**config.mk**
```make
export PLATFORM = sky130hd
export DESIGN_NAME = mem_arbiter
export DESIGN_NICKNAME = d
export VERILOG_FILES = /design/src/rtl/my_pkg.sv /design/src/rtl/mem_arbiter.sv
export SDC_FILE = /design/constraint.sdc
export NUM_CORES = 1
export LEC_CHECK = 0
export BUFFER_PORTS_ARGS = -buffer_cell sky130_fd_sc_hd__buf_2
export CORE_MARGIN = 2
export CORE_UTILIZATION = 50
export DETAILED_ROUTE_END_ITERATION = 7
export PLACE_DENSITY_LB_ADDON = 0.05
export SYNTH_ARGS = -nofsm -noshare
export SYNTH_HDL_FRONTEND = slang
export SYNTH_SLANG_ARGS = --single-unit
```
**constraint.sdc**
```tcl
create_clock -name clk -period 4.1 [get_ports clk]
set_clock_uncertainty 0.05 [all_clocks]
set_input_delay 0.205 -clock clk [delete_from_list [all_inputs] [get_ports clk]]
set_output_delay 0.205 -clock clk [all_outputs]
set_load 0.01 [all_outputs]
```
**src/rtl/my_pkg.sv**
```systemverilog
// Shared types and defaults for the memory-port arbiter.
package my_pkg;

  typedef enum logic [1:0] {
    ARB_IDLE,
    ARB_FETCH,
    ARB_DATA
  } arb_state_t;

  localparam int unsigned STARVE_LIMIT_DEFAULT = 4;

endpackage

```
**src/rtl/mem_arbiter.sv**
```systemverilog
// Arbitrates the single memory port between instruction fetch and load/store,
// one transaction in flight, with a starvation guard for fetch.
module mem_arbiter
  import my_pkg::*;
#(
  parameter int unsigned STARVE_LIMIT = STARVE_LIMIT_DEFAULT
) (
  input  logic        clk,
  input  logic        reset,
  input  logic        i_req,
  input  logic [31:0] i_addr,
  output logic        i_gnt,
  output logic        i_rvalid,
  output logic [31:0] i_rdata,
  input  logic        d_req,
  input  logic [3:0]  d_we,
  input  logic [31:0] d_addr,
  input  logic [31:0] d_wdata,
  output logic        d_gnt,
  output logic        d_rvalid,
  output logic [31:0] d_rdata,
  output logic        mem_en,
  output logic [3:0]  mem_we,
  output logic [31:0] mem_addr,
  output logic [31:0] mem_wdata,
  input  logic        mem_ready,
  input  logic [31:0] mem_rdata
);

  localparam int unsigned CW = $clog2(STARVE_LIMIT + 1);

  arb_state_t    state;
  logic [CW-1:0] starve_cnt;

  logic i_pend, d_pend, busy, done, arb_en, starved, fetch_win, data_win;

  // A requester whose gnt is high this cycle is still showing the request
  // that was just accepted, so it must not be granted a second time.
  always_comb begin
    i_pend    = i_req & ~i_gnt;
    d_pend    = d_req & ~d_gnt;
    busy      = (state != ARB_IDLE);
    done      = busy & mem_ready;
    arb_en    = (state == ARB_IDLE) | done;
    starved   = (starve_cnt == CW'(STARVE_LIMIT));
    fetch_win = arb_en & i_pend & (~d_pend | starved);
    data_win  = arb_en & d_pend & ~(i_pend & starved);
  end

  always_ff @(posedge clk or negedge reset) begin
    if (!reset) begin
      state      <= ARB_IDLE;
      starve_cnt <= '0;
      i_gnt      <= 1'b0;
      d_gnt      <= 1'b0;
      i_rvalid   <= 1'b0;
      d_rvalid   <= 1'b0;
      i_rdata    <= '0;
      d_rdata    <= '0;
      mem_en     <= 1'b0;
      mem_we     <= '0;
      mem_addr   <= '0;
      mem_wdata  <= '0;
    end else begin
      i_gnt    <= fetch_win;
      d_gnt    <= data_win;
      i_rvalid <= 1'b0;
      d_rvalid <= 1'b0;

      if (done) begin
        if (state == ARB_FETCH) begin
          i_rvalid <= 1'b1;
          i_rdata  <= mem_rdata;
        end else begin
          d_rvalid <= 1'b1;
          if (mem_we == '0) d_rdata <= mem_rdata;
        end
      end

      if (fetch_win) begin
        state      <= ARB_FETCH;
        mem_en     <= 1'b1;
        mem_we     <= '0;
        mem_addr   <= i_addr;
        mem_wdata  <= '0;
        starve_cnt <= '0;
      end else if (data_win) begin
        state     <= ARB_DATA;
        mem_en    <= 1'b1;
        mem_we    <= d_we;
        mem_addr  <= d_addr;
        mem_wdata <= d_wdata;
        if (i_pend && !starved) starve_cnt <= starve_cnt + CW'(1);
      end else if (arb_en) begin
        state  <= ARB_IDLE;
        mem_en <= 1'b0;
        mem_we <= '0;
      end
    end
  end

endmodule
```
# After elaboration in Yosys (flattened, before gate mapping)

Index checks and enable logic that the tools add are counted.

Bits in registers: 142
Latch bits: 0
Bits in writable memories: 0
Bits in read-only memories: 0
Input port bits: 137
Word-level logic and storage cells: 61
Memories: 0

Add/subtract/negate cells: 1
Multiply operators: 0
Div/mod/pow operators: 0
Magnitude comparators: 0
Equal/unequal tests: 2
Shift operators: 0
Mux-type cells: 20
Bitwise gates (word level): 15
Reductions and logical operators: 11

Operators by type and width:

| cell                                                | count |
|---|---|
| two-way mux 32 bit                                  | 4 |
| two-way mux 4 bit                                   | 3 |
| two-way mux 3 bit                                   | 3 |
| bitwise AND 1 bit                                   | 8 |
| two-way mux 1 bit                                   | 7 |
| two-way mux 2 bit                                   | 3 |
| nonzero test 2 bit                                  | 3 |
| NOT 1 bit                                           | 5 |
| logical NOT 4 bit                                   | 1 |
| AND reduction 2 bit                                 | 2 |
| adder 3 x 1 -> 3 bit, second input constant         | 1 |
| equality test 3 bit, second input constant          | 1 |
| AND reduction 3 bit                                 | 1 |
| nonzero test 3 bit                                  | 1 |
| equality test 2 x 1 -> 1 bit, second input constant | 1 |
| logical NOT 2 bit                                   | 1 |
| bitwise OR 1 bit                                    | 2 |
| logical AND 1 bit                                   | 1 |
| logical NOT 1 bit                                   | 1 |

# Depth between registers and ports, before layout

Gate-level depths: netlist (run 1).

Depth in word-level cells: 7
Depth in mapped cells: 7

# Least setup slack after synthesis (run 1)

OpenSTA, ideal clock, no wires.

Kind: reg2reg
Start point: register starve_cnt[0]
End point: register mem_wdata[10]
Arrival: 1465 ps
Required time: 3929 ps
Setup slack: 2464 ps
Cell stages (with the launch flop): 8
Clock period less this slack: 1636 ps
Cells stage by stage: dfrtp_1 -> inv_1 -> ha_1 -> nand4b_2 -> and3_1 -> buf_4 -> buf_6 -> a22o_1

Word-level cells in the longest chain between the ends: 5
Elaborated cells between the ends (all ways): 8
Classes of those cells: 1 x eq/ne; 1 x mux; 5 x bitwise; 1 x reduce/logical

RTL lines:

| what                                | RTL line          | text |
|---|---|---|
| start: declaration                  | mem_arbiter.sv:33 | `logic [CW-1:0] starve_cnt;` |
| start signal: assignment            | mem_arbiter.sv:93 | `if (i_pend && !starved) starve_cnt <= starve_cnt + CW'(1);` |
| equality test 3 bit *               | mem_arbiter.sv:45 | `starved = (starve_cnt == CW'(STARVE_LIMIT));` |
| bitwise AND 1 bit                   | mem_arbiter.sv:47 | `data_win = arb_en & d_pend & ~(i_pend & starved);` |
| NOT 1 bit                           | mem_arbiter.sv:47 |  |
| bitwise AND 1 bit                   | mem_arbiter.sv:47 |  |
| nonzero test 2 bit (no source line) | -                 |  |
| end signal: assignment              | mem_arbiter.sv:92 | `mem_wdata <= d_wdata;` |
| end: declaration                    | mem_arbiter.sv:25 | `output logic [31:0] mem_wdata,` |

Mark *: on every way between the ends. The rest lies on a longest branch, timed or not.
A chain may end at the register's enable or synchronous reset.

# Worst setup path after layout (run 1)

Start point: register d_gnt
End point: register mem_wdata[11]

Word-level cells in the longest chain between the ends: 6
Elaborated cells between the ends (all ways): 9
Classes of those cells: 1 x mux; 7 x bitwise; 1 x reduce/logical

RTL lines:

| what                                                     | RTL line          | text |
|---|---|---|
| start: declaration                                       | mem_arbiter.sv:19 | `output logic d_gnt,` |
| start signal: assignment                                 | mem_arbiter.sv:66 | `d_gnt <= data_win;` |
| NOT 1 bit *                                              | mem_arbiter.sv:41 | `d_pend = d_req & ~d_gnt;` |
| bitwise AND 1 bit *                                      | mem_arbiter.sv:41 |  |
| NOT 1 bit                                                | mem_arbiter.sv:46 | `fetch_win = arb_en & i_pend & (~d_pend \| starved);` |
| bitwise OR 1 bit                                         | mem_arbiter.sv:46 |  |
| bitwise AND 1 bit                                        | mem_arbiter.sv:46 |  |
| two-way mux 32 bit or nonzero test 2 bit (tied branches) | -                 |  |

Marks and branches as above.

==> results of run 1 <==
worst paths after layout:
check	to	cells after the start	slack, ns	from
worst max-delay path	mem_wdata[11]	3	1.41	d_gnt
worst min-delay path	mem_addr[10]	3	0.006	d_addr[10]
worst max register to register	mem_wdata[11]	3	1.41	d_gnt
worst min register to register	d_rdata[29]	1	0.43	d_rdata[29]
max in group asynchronous	mem_addr[28]	3	2.51	reset
min in group asynchronous	d_rdata[3]	2	0.42	reset
layout make-up:
cell class / instances / area [um^2] / area share, %
tap: 143 / 179 / 2.05
clock buffer: 19 / 453 / 5.19
sequential: 142 / 3550 / 40.7
inverter: 68 / 255 / 2.92
multi-input combinational: 204 / 1780 / 20.4
timing repair buffer: 373 / 2350 / 26.9
clock inverter: 12 / 161 / 1.85
cells in the final DEF, fill, tap and decap left out, types with 2 or more instances in the layout:
cell type,instances
inv_1,68
o21ai_0,5
a22o_1,32
mux2_2,34
ha_1,2
o221ai_1,31
clkbuf_16,17
mux2_1,30
clkbuf_8,2
buf_4,8
nand2_1,14
dfrtp_1,142
buf_2,272
and2_1,2
nand4_1,32
clkinvlp_4,3
nand3_1,2
clkinv_4,4
nand2b_1,2
bufinv_16,3
dlygate4sd3_1,92
through the flow:
step / instance area (um^2) / setup slack, ns
global route: 8730 / 1.23
global placement: 7200 / 1.57
CTS: 8730 / 1.44
finish: 8730 / 1.41
detailed placement: 7200 / 1.42
floorplan: 5760 / 2.46
metal layers:
layer	vias to the layer above	GRT usage (%)	share of wire [%]
met2	234	46.1	52
met5	-	0	0
li1	2313	-	-
met4	0	11.0	3.2
met3	41	6.97	6.7
met1	2460	31.2	38
power by group:
part	internal [mW]	switching (mW)	total, mW	leakage, nW
sequential	1.91	0.263	2.17	1.75
combinational	0.803	0.845	1.65	2.50
clock	0.990	0.593	1.58	0.292
flip-flops by register name, indices dropped and copies added (netlist names):
| name | count |
|---|---|
| d_rdata | 32 |
| mem_addr | 32 |
| d_rvalid | 1 |
| i_gnt | 1 |
| i_rvalid | 1 |
| mem_wdata | 32 |
| mem_en | 1 |
| state | 2 |
| d_gnt | 1 |
| mem_we | 4 |
| starve_cnt | 3 |
| i_rdata | 32 |
critical path, cell delays in order, from the launching register on:
cell,delay (ns)
dfrtp_1,0.40
nor2b_2,0.72
and3_1,1.12
a22o_1,0.32
cells by family (layout without fill, tap and decap cells):
family                     Yosys count  count (layout)  share of synthesized area, %
buffers and inverters               99             472                          7.64
and+or+nand+nor                     57              57                          5.69
adders and majority gates            2               2                         0.434
muxes                               65              65                          12.7
DFF                                142             142                          61.7
AOI/OAI and AO/OA                   80              80                          11.9
==> results.cfg, run 1 <==
[synthesis]
synth_edf_count = 0
ys.flop_type = dfrtp_1
netlist_instances = 445
synth_area_per_cell_um2 = 12.9
synthTopCellsByArea = dfrtp_1 62%, mux2_2 6.6%, mux2_1 5.9%, a22o_1 4.9%, o221ai_1 4.7%
yosysUniqueCellTypes = 35
synth.most_common_cell = dfrtp_1
async_flop_share_pct = 100
ys.warnings.count = 0
syn-num-nets = 584
yosysTopAreaCell = dfrtp_1
synth_area_mm2 = 0.00576
ys_ff_latch = 142
ys_seq_area_share_pct = 61.7
ys_top_cells_by_count = 142 x dfrtp_1, 68 x inv_1, 34 x mux2_2
netlist.area_leader.share_pct = 61.7

[run_status]
status = finished, final reports clean

[placement]
dp_cells = 838
dp_hpwl_um = 10100
gp_congestion = 0.807
io_buffer_count = 273

[timing]
finalMaxSlewViolations = 0
fin_hold_ws_ns = 0.00626
max_slew_margin_pct = 17.1
finalCritPeriodShare_pct = 65.6
tns_ns = 0
finalHoldViolCount = 0
tightestPinTransition_ns = 1.24
setup_viol = 0
fmax_ghz = 0.372
finalCriticalPeriod_ns = 2.69
rsz0062_at_grt = no

[job]
maxCapViolCount = 0

[power]
total_power_mw = 5.40
p_per_area_mw_per_mm2 = 618
power_leakage_nw = 4.54
ir_drop_mv = 0.434

[setup_path]
crit_type = flip-flop to flip-flop
end_kind = flip-flop
arrival_ns = 2.98
required_ns = 4.39
start_kind = flip-flop
crit_fanout = 34

[clock_tree]
clk_path_buf_depth = 2
root_buffer = clkbuf_16
cts.sinks = 142
cts.htree.levels = 4
hold_buffers = 92
cts_buffers = 17
postCtsSetupBuffers = 0
cts.repair.resized = 0
clkLatencyLatePin_ns = 0.41
path_clk_slew_ns = 0.06
cts_tree = done

[floorplan]
design.die.area_mm2 = 0.0124
rows = 39
coreArea_mm2 = 0.0113
start_util_pct = 50.9
die_y_um = 111
fp.dieW_um = 111
io_pins = 274

[routing]
vias = 5048
drt_iter0_drc = 397
drt_first_pass_iters = 4
viasPerCell = 5.25
ant_nets = 0
route.detailed.drc = 0
routed_wirelength_um = 15900
wl_per_cell_um = 16.6

[cells_and_area]
num-nets-final = 945
final_core_util_pct = 77.1
area_growth_pct = 51.6
drive_gt1_share_pct = 43.0
n_antenna_cell = 0
final_cell_count_no_fill = 961
fillers = 745

[grt]
grt_overflow = 0
grt_pass1_vias = 5401
track_usage_pct = 26.4
grt_pass1_wl_um = 26200
grt_max_degree = 112
antenna_found_initial = 0

[hold_path]
min_path_type = primary input to flip-flop
(Power assumes the default switching activity.)
==> run 2, diff against run 1 <==
--- a/config.mk
+++ b/config.mk
@@ -5,9 +5,10 @@
 export SDC_FILE = /design/constraint.sdc
 export NUM_CORES = 1
 export LEC_CHECK = 0
+export ABC_AREA = 1
 export BUFFER_PORTS_ARGS = -buffer_cell sky130_fd_sc_hd__buf_2
 export CORE_MARGIN = 2
-export CORE_UTILIZATION = 50
+export CORE_UTILIZATION = 47
 export DETAILED_ROUTE_END_ITERATION = 7
 export PLACE_DENSITY_LB_ADDON = 0.05
 export SYNTH_ARGS = -nofsm -noshare
==> constraint.sdc (replaced) <==
create_clock -name clk -period 2.6 [get_ports clk]
set_clock_uncertainty 0.05 [all_clocks]
set_input_delay 0.13 -clock clk [delete_from_list [all_inputs] [get_ports clk]]
set_output_delay 0.13 -clock clk [all_outputs]
set_load 0.01 [all_outputs]
==> results.cfg, run 2 <==
[clock_tree]
cts_tree = done
cts.sinks = 142
postCtsSetupBuffers = 0
clk_path_buf_depth = 2
root_buffer = clkbuf_16
cts.htree.levels = 4
cts_buffers = 17
clkLatencyLatePin_ns = 0.41
path_clk_slew_ns = 0.06

[timing]
fin_hold_ws_ns = 0.00797
max_slew_margin_pct = 55.2
finalCritPeriodShare_pct = 89.0
setup_viol = 0
rsz0062_at_grt = no
finalMaxSlewViolations = 0
finalHoldViolCount = 0
finalCriticalPeriod_ns = 2.31
tightestPinTransition_ns = 0.671
tns_ns = 0
fmax_ghz = 0.432

[hold_path]
hp-start = i_addr[28]
holdPathEnd = mem_addr[28]
min_path_cells = 5
min_path_type = primary input to flip-flop

[power]
power_leakage_nw = 5.33
p_per_area_mw_per_mm2 = 1040
internal-power_mw = 6.13
pwr-share-seq_pct = 38.6
ir_drop_mv = 0.658
p_comb_share_pct = 35.0
p_sw_mw = 3.48
power_frac_clock_pct = 26.4
sw_frac_of_total_pct = 36.2

[synthesis]
ys_ff_latch = 142
yosysUniqueCellTypes = 24
ys_seq_area_share_pct = 58.1
netlist.area_leader.share_pct = 58.1
synth.most_common_cell = nand2_1
ys_top_cells_by_count = 263 x nand2_1, 142 x dfrtp_1, 114 x inv_1
ys.flop_type = dfrtp_1
synth_area_per_cell_um2 = 8.56
synth_edf_count = 0
syn-num-nets = 853
netlist_instances = 714
async_flop_share_pct = 100
synth_area_mm2 = 0.00611
ys.warnings.count = 0
yosysTopAreaCell = dfrtp_1
synthTopCellsByArea = dfrtp_1 58%, nand2_1 16%, inv_1 7.0%, o21ai_0 4.0%, nand4_1 3.3%

[routing]
ant_nets = 0
route.detailed.drc = 0
wl_per_cell_um = 14.2
viasPerCell = 4.76
routed_wirelength_um = 17900
drt_first_pass_iters = 5
vias = 6025
drt_iter0_drc = 452

[floorplan]
die_y_um = 118
start_util_pct = 48.2
coreArea_mm2 = 0.0127
io_pins = 274
fp.dieW_um = 118
design.die.area_mm2 = 0.0139
rows = 41

[setup_path]
end_kind = flip-flop
arrival_ns = 2.61
crit_type = flip-flop to flip-flop
r2r_start = state[1]
reg2reg_depth = 7
required_ns = 2.90
start_kind = flip-flop
crit_fanout = 32
r2r-end = mem_addr[16]
rrSetupSlack_ns = 0.29

[grt]
track_usage_pct = 26.3
grt_overflow = 0
grt_pass1_vias = 6093
antenna_found_initial = 0
grt_pass1_wl_um = 29600
grt_max_degree = 72

[job]
maxCapViolCount = 0

[cells_and_area]
num-nets-final = 1221
fillers = 982
layout_common_cells = 272 x buf_2, 263 x nand2_1, 142 x dfrtp_1, 114 x inv_1, 105 x dlygate4sd3_1
final_core_util_pct = 72.8
n_antenna_cell = 0
area_growth_pct = 51.0
layout_commonest_cell = buf_2
drive_gt1_share_pct = 29.7

[placement]
io_buffer_count = 273
gp_congestion = 0.827
dp_hpwl_um = 11600

[run_status]
status = finished, final reports clean
==> run 2: changes by cell type after synthesis, moves of 4 or more <==
cell | before | now
inv_1 | 68 | 114
clkbuf_1 | 7 | 11
o221ai_1 | 31 | 0
mux2_1 | 30 | 0
o21ai_1 | 0 | 20
nand2_1 | 14 | 263
nand3_1 | 2 | 35
o21ai_0 | 5 | 49
a22o_1 | 32 | 0
mux2_2 | 34 | 0
buf_4 | 1 | 7
==> run 2: worst max-delay path, stage by stage, from the launching register on <==
cell and delay (ns):
dfrtp_1 0.42, o21ai_4 0.40, o21ai_4 0.10, buf_4 0.23
inv_4 0.28, nand3_1 0.12, dlygate4sd3_1 0.58, nand2_1 0.06
==> run 2: final cells by class <==
class | count | area (um^2) | share of cell area, %
Inverter | 117 | 442 | 4.79
Clock buffer | 19 | 433 | 4.69
Timing Repair Buffer | 387 | 2500 | 27.1
Tap cell | 172 | 215 | 2.33
Multi-Input combinational cell | 417 | 1890 | 20.5
Sequential cell | 142 | 3550 | 38.5
Clock inverter | 13 | 188 | 2.03
==> run 2: worst max path at each step <==
| stage | end | depth (start not counted) | slack [ns] | start |
|---|---|---|---|---|
| after floorplan | mem_addr[22] | 8 | 1.17 | starve_cnt[0] |
| after global placement | mem_wdata[26] | 9 | 0.70 | starve_cnt[0] |
| after detailed placement | mem_wdata[14] | 9 | 0.60 | starve_cnt[0] |
| after CTS | mem_addr[21] | 9 | 0.16 | starve_cnt[0] |
| after global routing | mem_addr[29] | 9 | 0.13 | starve_cnt[0] |
| final | mem_addr[16] | 7 | 0.29 | state[1] |
==> run 2: power groups by stage <==
| stage | Combinational [mW] | Sequential (mW) | Clock (mW) |
|---|---|---|---|
| after detailed placement | 3.22 | 3.70 | 0 |
| after global placement | 3.14 | 3.68 | 0 |
| after global routing | 3.73 | 3.81 | 2.68 |
| final | 3.36 | 3.71 | 2.54 |
| after CTS | 3.36 | 3.70 | 2.58 |
| after floorplan | 1.35 | 4.14 | 0 |
==> run 2: through the flow <==
| step | worst slack [ns] | instances | cell area (um^2) | power, mW |
|---|---|---|---|---|
| 3_5_place_dp | 0.603 | 1129 | 7540 | 6.92 |
| 5_1_grt | 0.128 | 1267 | 9230 | 10.2 |
| 3_3_place_gp | 0.696 | 1129 | 7540 | 6.81 |
| 6_report | 0.286 | 1267 | 9230 | 9.61 |
| 2_1_floorplan | 1.17 | 714 | 6110 | 5.49 |
| 4_1_cts | 0.161 | 1266 | 9220 | 9.65 |
==> run 2: cells by family (layout without fill, tap and decap cells) <==
kind of cell | after synthesis | count (layout) | synth area share [%]
AO/OA/AOI/OAI | 76 | 76 | 6.59
adder cells (fa/ha/maj) | 2 | 2 | 0.409
AND/OR/NAND/NOR | 337 | 338 | 23.5
XOR/XNOR | 1 | 1 | 0.143
buffers and inverters | 156 | 536 | 11.3
flip-flops | 142 | 142 | 58.1
==> run 2: what timing repair did <==
item | 4_1_cts | 5_1_grt
endpoints found under the hold margin | 203 | 0
setup endpoints to repair | 0 | 4
hold buffers | 105 | 0
resized for setup | 0 | 2
==> run 2: routing by layer <==
layer / part of all wire, % / routed length, um / GRT usage [%] / up-vias
li1: - / - / - / 2933
met1: 40 / 7250 / 32.6 / 2786
met2: 50 / 8970 / 44.9 / 276
met3: 7.8 / 1410 / 6.83 / 30
met4: 1.8 / 314 / 8.96 / 0
met5: 0 / 0 / 0 / -
==> run 3, diff against run 2 <==
--- a/config.mk
+++ b/config.mk
@@ -5,11 +5,11 @@
 export SDC_FILE = /design/constraint.sdc
 export NUM_CORES = 1
 export LEC_CHECK = 0
-export ABC_AREA = 1
 export BUFFER_PORTS_ARGS = -buffer_cell sky130_fd_sc_hd__buf_2
 export CORE_MARGIN = 2
-export CORE_UTILIZATION = 47
+export CORE_UTILIZATION = 46
 export DETAILED_ROUTE_END_ITERATION = 7
+export MAX_ROUTING_LAYER = met4
 export PLACE_DENSITY_LB_ADDON = 0.05
 export SYNTH_ARGS = -nofsm -noshare
 export SYNTH_HDL_FRONTEND = slang
==> results.cfg, run 3 (synthesis results as in run 1) <==
[run_status]
status = finished, final reports clean

[routing]
ant_nets = 0
viasPerCell = 5.03
wl_per_cell_um = 16.2
drt_iter0_drc = 331
routed_wirelength_um = 16700
drt_first_pass_iters = 5
vias = 5190
route.detailed.drc = 0

[cells_and_area]
num-nets-final = 989
layout_common_cells = 272 x buf_2, 142 x dfrtp_1, 133 x dlygate4sd3_1, 68 x inv_1, 34 x mux2_2
layout_commonest_cell = buf_2
final_core_util_pct = 76.0
postLayoutCellArea_mm2 = 0.00920
final_cell_count_no_fill = 1032
drive_gt1_share_pct = 41.1
area_growth_pct = 59.7

[clock_tree]
clkLatencyLatePin_ns = 0.41
path_clk_slew_ns = 0.06
root_buffer = clkbuf_16
cts_buffers = 17
postCtsSetupBuffers = 0
cts.sinks = 142
cts.htree.levels = 4
cts_tree = done
clk_path_buf_depth = 2

[setup_path]
arrival_ns = 2.69
crit_type = flip-flop to flip-flop
required_ns = 2.83
start_kind = flip-flop
end_kind = flip-flop
crit_fanout = 38

[timing]
finalCriticalPeriod_ns = 2.46
finalMaxSlewViolations = 0
fin_ws_ns = 0.144
setup_viol = 0
tightestPinTransition_ns = 0.663
finalHoldViolCount = 0
finalCritPeriodShare_pct = 94.5
tns_ns = 0
max_slew_margin_pct = 55.8
rsz0062_at_grt = no
fmax_ghz = 0.407

[floorplan]
io_pins = 274
fp.dieW_um = 116
rows = 40
start_util_pct = 47.6
coreArea_mm2 = 0.0121
die_y_um = 116
design.die.area_mm2 = 0.0134

[grt]
grt_pass1_wl_um = 26400
grt_max_degree = 75
grt_overflow = 0
grt_pass1_vias = 5470
antenna_found_initial = 0
track_usage_pct = 26.0

[placement]
dp_cells = 866
io_buffer_count = 273
pre_cts_slack_ns = 0.626
dp_hpwl_um = 10200
placed_area_mm2 = 0.00726
gp_congestion = 0.783

[power]
power_leakage_nw = 4.74
p_per_area_mw_per_mm2 = 947
ir_drop_mv = 0.456

[hold_path]
min_path_type = primary input to flip-flop

[job]
maxCapViolCount = 0
run 3: cell types whose count changed in the layout (fill, tap and decap cells not counted), sizes merged, moves of 3 or more:
| cell | change |
|---|---|
| nand2 | -251 |
| o21ai | -65 |
| mux2 | +64 |
| inv | -50 |
| nand3 | -36 |
| a22o | +32 |
| o221ai | +31 |
| dlygate4sd3 | +28 |
| o22ai | -3 |
run 3: final timing paths:
path | startpoint | end | slack, ns | depth (start not counted)
setup / recovery | state[1] | mem_addr[23] | 0.14 | 6
hold / removal | i_addr[31] | mem_addr[31] | 0.07 | 3
setup reg to reg | state[1] | mem_addr[23] | 0.14 | 6
hold reg to reg | d_rdata[19] | d_rdata[19] | 0.43 | 1
max in group asynchronous | reset | mem_wdata[6] | 1.48 | 3
min in group asynchronous | reset | d_rdata[4] | 0.25 | 2
run 3: per-layer routing:
layer / share of wire [%] / global-route usage [%] / vias to the layer above
li1: - / - / 2399
met1: 41 / 30.9 / 2537
met2: 51 / 43.9 / 223
met3: 5.9 / 5.39 / 31
met4: 2.2 / 9.44 / 0
met5: 0 / - / -
run 3: final cells by class:
| type | instances | area (um^2) |
|---|---|---|
| Inverter | 68 | 255 |
| Antenna cell | 1 | 2.50 |
| Timing Repair Buffer | 417 | 2810 |
| Clock inverter | 14 | 169 |
| Multi-Input combinational cell | 204 | 1780 |
| Tap cell | 168 | 210 |
| Fill cell | 818 | 2910 |
| Sequential cell | 142 | 3550 |
| Clock buffer | 18 | 429 |
run 3: worst max-delay path, stage by stage (launching register included):
cell	delay, ns
dfrtp_1	0.42
o21bai_4	0.26
buf_8	0.28
o21a_1	0.16
buf_4	0.32
o221ai_1	0.20
dlygate4sd3_1	0.61
run 3: power breakdown:
group	switching, mW	internal, mW
combinational	1.38	1.46
clock	0.943	1.51
sequential	0.412	3.01
total	2.74	5.97
run 3: metrics by stage:
stage          power (mW)  hold WS, ns
2_1_floorplan        4.76       -0.216
3_3_place_gp         5.87        0.131
3_5_place_dp         5.95        0.145
4_1_cts              8.73       0.0629
5_1_grt              9.21       0.0905
6_report             8.71       0.0667
run 3: timing repair:
item	in CTS	in global routing
hold buffers	133	0
hold endpoints to repair	207	0
endpoints found under the setup margin	0	31
resized for setup	0	2
